[src/rtl/sigmadelta_dac.sv]
// Audio output stage: zero-order-hold PCM sample, shift volume, offset-binary conversion,
// soft-start/mute level slewing and a first-order error-feedback sigma-delta quantizer.
module sigmadelta_dac #(
  parameter int unsigned C_pcm_bits   = 12,
  parameter int unsigned C_dac_bits   = 4,
  parameter int unsigned C_ramp_shift = 4
) (
  input  logic                  clk,
  input  logic                  reset,
  input  logic [C_pcm_bits-1:0] pcm,
  input  logic                  pcm_valid,
  input  logic [2:0]            volume,
  input  logic                  mute,
  output logic [C_dac_bits-1:0] dac,
  output logic                  active
);

  localparam int unsigned ErrBits = C_pcm_bits - C_dac_bits;
  localparam logic [C_pcm_bits-1:0]   Mid     = {1'b1, {(C_pcm_bits-1){1'b0}}};
  localparam logic [C_pcm_bits-1:0]   LvlOne  = {{(C_pcm_bits-1){1'b0}}, 1'b1};
  localparam logic [C_ramp_shift-1:0] RampOne = {{(C_ramp_shift-1){1'b0}}, 1'b1};

  typedef enum logic [1:0] {StRamp, StRun, StMute} state_e;

  state_e                        state_q, state_d;
  logic signed [C_pcm_bits-1:0]  sample_q;
  logic signed [C_pcm_bits-1:0]  s_att;
  logic [C_pcm_bits-1:0]         s_u;
  logic [C_pcm_bits-1:0]         lvl_q, lvl_d;
  logic [ErrBits-1:0]            err_q;
  logic [C_pcm_bits:0]           sum;
  logic [C_dac_bits-1:0]         dac_d;
  logic [C_ramp_shift-1:0]       ramp_cnt_q;
  logic                          tick;

  // Offset-binary: adding half scale to a two's-complement value is an MSB flip.
  assign s_att = sample_q >>> volume;
  assign s_u   = {~s_att[C_pcm_bits-1], s_att[C_pcm_bits-2:0]};
  assign tick  = &ramp_cnt_q;

  always_comb begin
    state_d = state_q;
    lvl_d   = lvl_q;
    unique case (state_q)
      StRamp: begin
        if (tick) begin
          lvl_d = lvl_q + LvlOne;
          if (lvl_d == Mid) begin
            state_d = mute ? StMute : StRun;
          end
        end
      end
      StRun: begin
        if (mute) begin
          state_d = StMute;
        end else begin
          lvl_d = s_u;
        end
      end
      StMute: begin
        if (tick) begin
          if (lvl_q < Mid) begin
            lvl_d = lvl_q + LvlOne;
          end else if (lvl_q > Mid) begin
            lvl_d = lvl_q - LvlOne;
          end
        end
        if (!mute) begin
          state_d = StRun;
        end
      end
      default: state_d = StRamp;
    endcase
  end

  // Carry out of the 13-bit sum only happens for levels near full scale; clamp there.
  assign sum   = {1'b0, lvl_q} + {{(C_dac_bits + 1){1'b0}}, err_q};
  assign dac_d = sum[C_pcm_bits] ? {C_dac_bits{1'b1}} : sum[C_pcm_bits-1 -: C_dac_bits];

  always_ff @(posedge clk or posedge reset) begin
    if (reset) begin
      state_q    <= StRamp;
      sample_q   <= '0;
      lvl_q      <= '0;
      err_q      <= '0;
      ramp_cnt_q <= '0;
      dac        <= '0;
      active     <= 1'b0;
    end else begin
      state_q    <= state_d;
      lvl_q      <= lvl_d;
      err_q      <= sum[ErrBits-1:0];
      ramp_cnt_q <= ramp_cnt_q + RampOne;
      dac        <= dac_d;
      active     <= (state_d == StRun);
      if (pcm_valid) begin
        sample_q <= pcm;
      end
    end
  end

endmodule

[config.mk]
export PLATFORM = sky130hd
export DESIGN_NAME = sigmadelta_dac
export DESIGN_NICKNAME = d
export VERILOG_FILES = /design/src/rtl/sigmadelta_dac.sv
export SDC_FILE = /design/constraint.sdc
export NUM_CORES = 1
export LEC_CHECK = 0
export BUFFER_PORTS_ARGS = -buffer_cell sky130_fd_sc_hd__clkbuf_2
export CORE_ASPECT_RATIO = 1.2
export CORE_MARGIN = 3
export CORE_UTILIZATION = 45
export DETAILED_ROUTE_END_ITERATION = 7
export PLACE_DENSITY_LB_ADDON = 0.3
export SKIP_LAST_GASP = 1
export SYNTH_ARGS = -nofsm -noshare
export SYNTH_HDL_FRONTEND = slang
export SYNTH_SLANG_ARGS = --single-unit
[constraint.sdc]
create_clock -name clk -period 3.4 [get_ports clk]
set_input_delay 0.51 -clock clk [delete_from_list [all_inputs] [get_ports clk]]
set_output_delay 0.51 -clock clk [all_outputs]
set_load 0.1 [all_outputs]
==> flow_metrics.env <==
export IMPL_status="complete, no violations"
export IMPL_drt_first_pass_iters=4
export IMPL_finalSetupTns_ps=0
export IMPL_drv_cap=0
export IMPL_dieArea_mm2=0.00807
export IMPL_final_util_pct=51.7
export IMPL_critPathKind="reg2reg"
export IMPL_slew_headroom_pct=38.6
export IMPL_ir_worst_vdd_mv=0.294
export IMPL_syn_cell_area_mm2=0.00316
export IMPL_postCtsHoldBufs=0
export IMPL_clock_path_buffers=2
export IMPL_power_per_cell_area_mw_per_mm2=846
export IMPL_drt_iter0_markers=258
export IMPL_cts_made_buffers=5
export IMPL_dieWidth_um=82.5
export IMPL_fin_area_mm2=0.00341
export IMPL_nFillCells=640
export IMPL_hold_violations=0
export IMPL_syn_to_final_growth_pct=8.00
export IMPL_yosys_area_top_type_share_pct=34.0
export IMPL_startpoint="lvl_q[0]"
export IMPL_synth_most_common_cell="dfrtp_1"
export IMPL_reg2reg_setup_slack_ps=710
export IMPL_htreeDepth=2
export IMPL_wl_per_cell_um=16.1
export IMPL_gp_congestion=0.923
export IMPL_critPathMaxStageDelay_ps=520
export IMPL_end_kind="flop"
export IMPL_setup_ws_ps=712
export IMPL_syn_nets=400
export IMPL_netlist_top_cells_area="dfrtp_1, ha_1, mux2_2, o21ai_0, a21oi_1"
export IMPL_routed_via_density=5.88
export IMPL_cp_top_family="simple AND/OR/NAND/NOR gates"
export IMPL_ios=24
export IMPL_r2r_end="active"
export IMPL_met2_usage_pct=31.6
export IMPL_gr_total_overflow=0
export IMPL_ys_ff_latch=43
export IMPL_nets=409
export IMPL_cts_setup_buffers=0
export IMPL_grt_pass1_wl_um=12500
export IMPL_yosysWarnings=0
export IMPL_placed_cell_area_mm2=0.00330
export IMPL_clock_fmax_mhz=372
export IMPL_die_h_um=97.8
export IMPL_synth_area_per_cell_um2=8.71
export IMPL_grt_busiest_layer="met2"
export IMPL_cts_root_buf="clkbuf_8"
export IMPL_drv_slew=0
export IMPL_start_kind="flop"
export IMPL_critPathBufInv=0
export IMPL_start_util_pct=47.8
export IMPL_grtUsageMet1_pct=26.5
export IMPL_cts_tree="yes"
export IMPL_antenna_found_initial=0
export IMPL_rr_worst_depth=8
export IMPL_grt_pass1_vias=2652
export IMPL_core_area_mm2=0.00661
export IMPL_grt_setup_unrepaired="no"
export IMPL_vias=2691
export IMPL_io_buffers=23
export IMPL_synthArstFlopShare_pct=100
export IMPL_cp_max_fo=10
export IMPL_r2r_start="lvl_q[0]"
export IMPL_num_rows=32
export IMPL_ctsResizeCount=0
export IMPL_drt_wl_total_um=7390
export IMPL_antenna_left=0
export IMPL_skew_ps=6.86
export IMPL_synthDistinctLibCells=52
export IMPL_synth_area_leader_cell="dfrtp_1"
export IMPL_setup_viol=0
export IMPL_synthCells=363
export IMPL_required_ps=3600
export IMPL_power_leakage_nw=1.44
export IMPL_min_path_type="in2async"
export IMPL_drive_above_1_share_pct=16.6
export IMPL_dp_hpwl_um=5390
export IMPL_cp_arrival_ps=2890
export IMPL_grtUsageTotal_pct=19.6
export IMPL_met3_usage_pct=2.58
export IMPL_totalPowerFinal_mw=2.89
export IMPL_post_route_period_util_pct=79.1
export IMPL_clk_pin_slew_ps=90
export IMPL_worst_pin_slew_ps=920
export IMPL_critical_path_cell_chain="ha_1 -> nand3_1 -> xor2_1 -> nand4_1 -> a2111oi_4 -> mux2i_1 -> o21ai_2 -> and4_1"
export IMPL_yosysSeqAreaShare_pct=34.0
export IMPL_synth_edf_count=0
export IMPL_grt_max_degree=44
export IMPL_antennaDiodeCount=0
export IMPL_clkLatencyLatePin_ps=300
export IMPL_post_place_ws_ps=737
export IMPL_post_route_min_period_ps=2690
export IMPL_post_route_drc_count=0
export IMPL_synth_common_cells="dfrtp_1, o21ai_0, nor2_1"
export IMPL_cts_sinks=43
export IMPL_cp_slowest_cell="dfrtp_1"
export IMPL_synth_ff_type="dfrtp_1"
state kept, by name (all words and copies together), names as in the netlist:
register,cells
active,1
sample_q,12
lvl_q,12
dac,4
state_q,2
ramp_cnt_q,4
err_q,8
worst reg2reg max path: stages, from the launching register on:
cell	delay (ps)
dfrtp_1	520
ha_1	390
nand3_1	330
xor2_1	230
nand4_1	160
a2111oi_4	430
mux2i_1	250
o21ai_2	80
and4_1	190
logic make-up (layout without fill, tap and decap cells):
kind of cell               Yosys count  after routing  share of synthesized area (%)
AOI/OAI and AO/OA                  108            108                           21.1
adders and majority gates           18             18                           7.36
buffers and inverters               45             55                           5.78
muxes                               31             31                           11.3
DFF                                 43             43                           34.0
and+or+nand+nor                    103            103                           16.2
xor gates and xnor gates            15             15                           4.16
layout by cell type (no fill, tap or decap), drive strengths merged, types with 11 or more instances in the layout:
cell | netlist | final
dfrtp | 43 | 43
o21ai | 41 | 41
nor2 | 28 | 28
clkbuf | 18 | 28
a21oi | 25 | 25
nand2 | 24 | 24
inv | 21 | 21
mux2 | 18 | 18
ha | 17 | 17
mux2i | 11 | 11
metal layers:
layer | vias to the layer above | part of all wire (%)
met1 | 1273 | 44
met2 | 81 | 50
met5 | - | 0
li1 | 1329 | -
met4 | 0 | 1.2
met3 | 8 | 4.7
cell type report:
type / count / area, um2 / share of cell area (%)
Clock buffer: 5 / 68.8 / 2.02
Clock inverter: 3 / 43.8 / 1.28
Inverter: 21 / 78.8 / 2.31
Multi-Input combinational cell: 275 / 1900 / 55.7
Sequential cell: 43 / 1080 / 31.5
Tap cell: 85 / 106 / 3.12
Timing Repair Buffer: 26 / 138 / 4.03
through the flow:
stage | hold slack, ps | instances
finish | 387 | 458
global route | 444 | 458
CTS | 417 | 458
detailed placement | 451 | 450
global placement | 442 | 450
floorplan | 421 | 363
worst max path at each step:
stage	to	slack [ps]	cells after the start
after CTS	active	730	8
final	active	710	8
after detailed placement	active	740	8
after global routing	active	560	8
after global placement	active	840	8
after floorplan	active	930	9
power breakdown:
part / internal (mW) / switching [mW] / total [mW]
logic: 0.597 / 0.987 / 1.58
clock network: 0.219 / 0.190 / 0.409
registers: 0.669 / 0.224 / 0.893
Power figures use the tool's default switching activity.
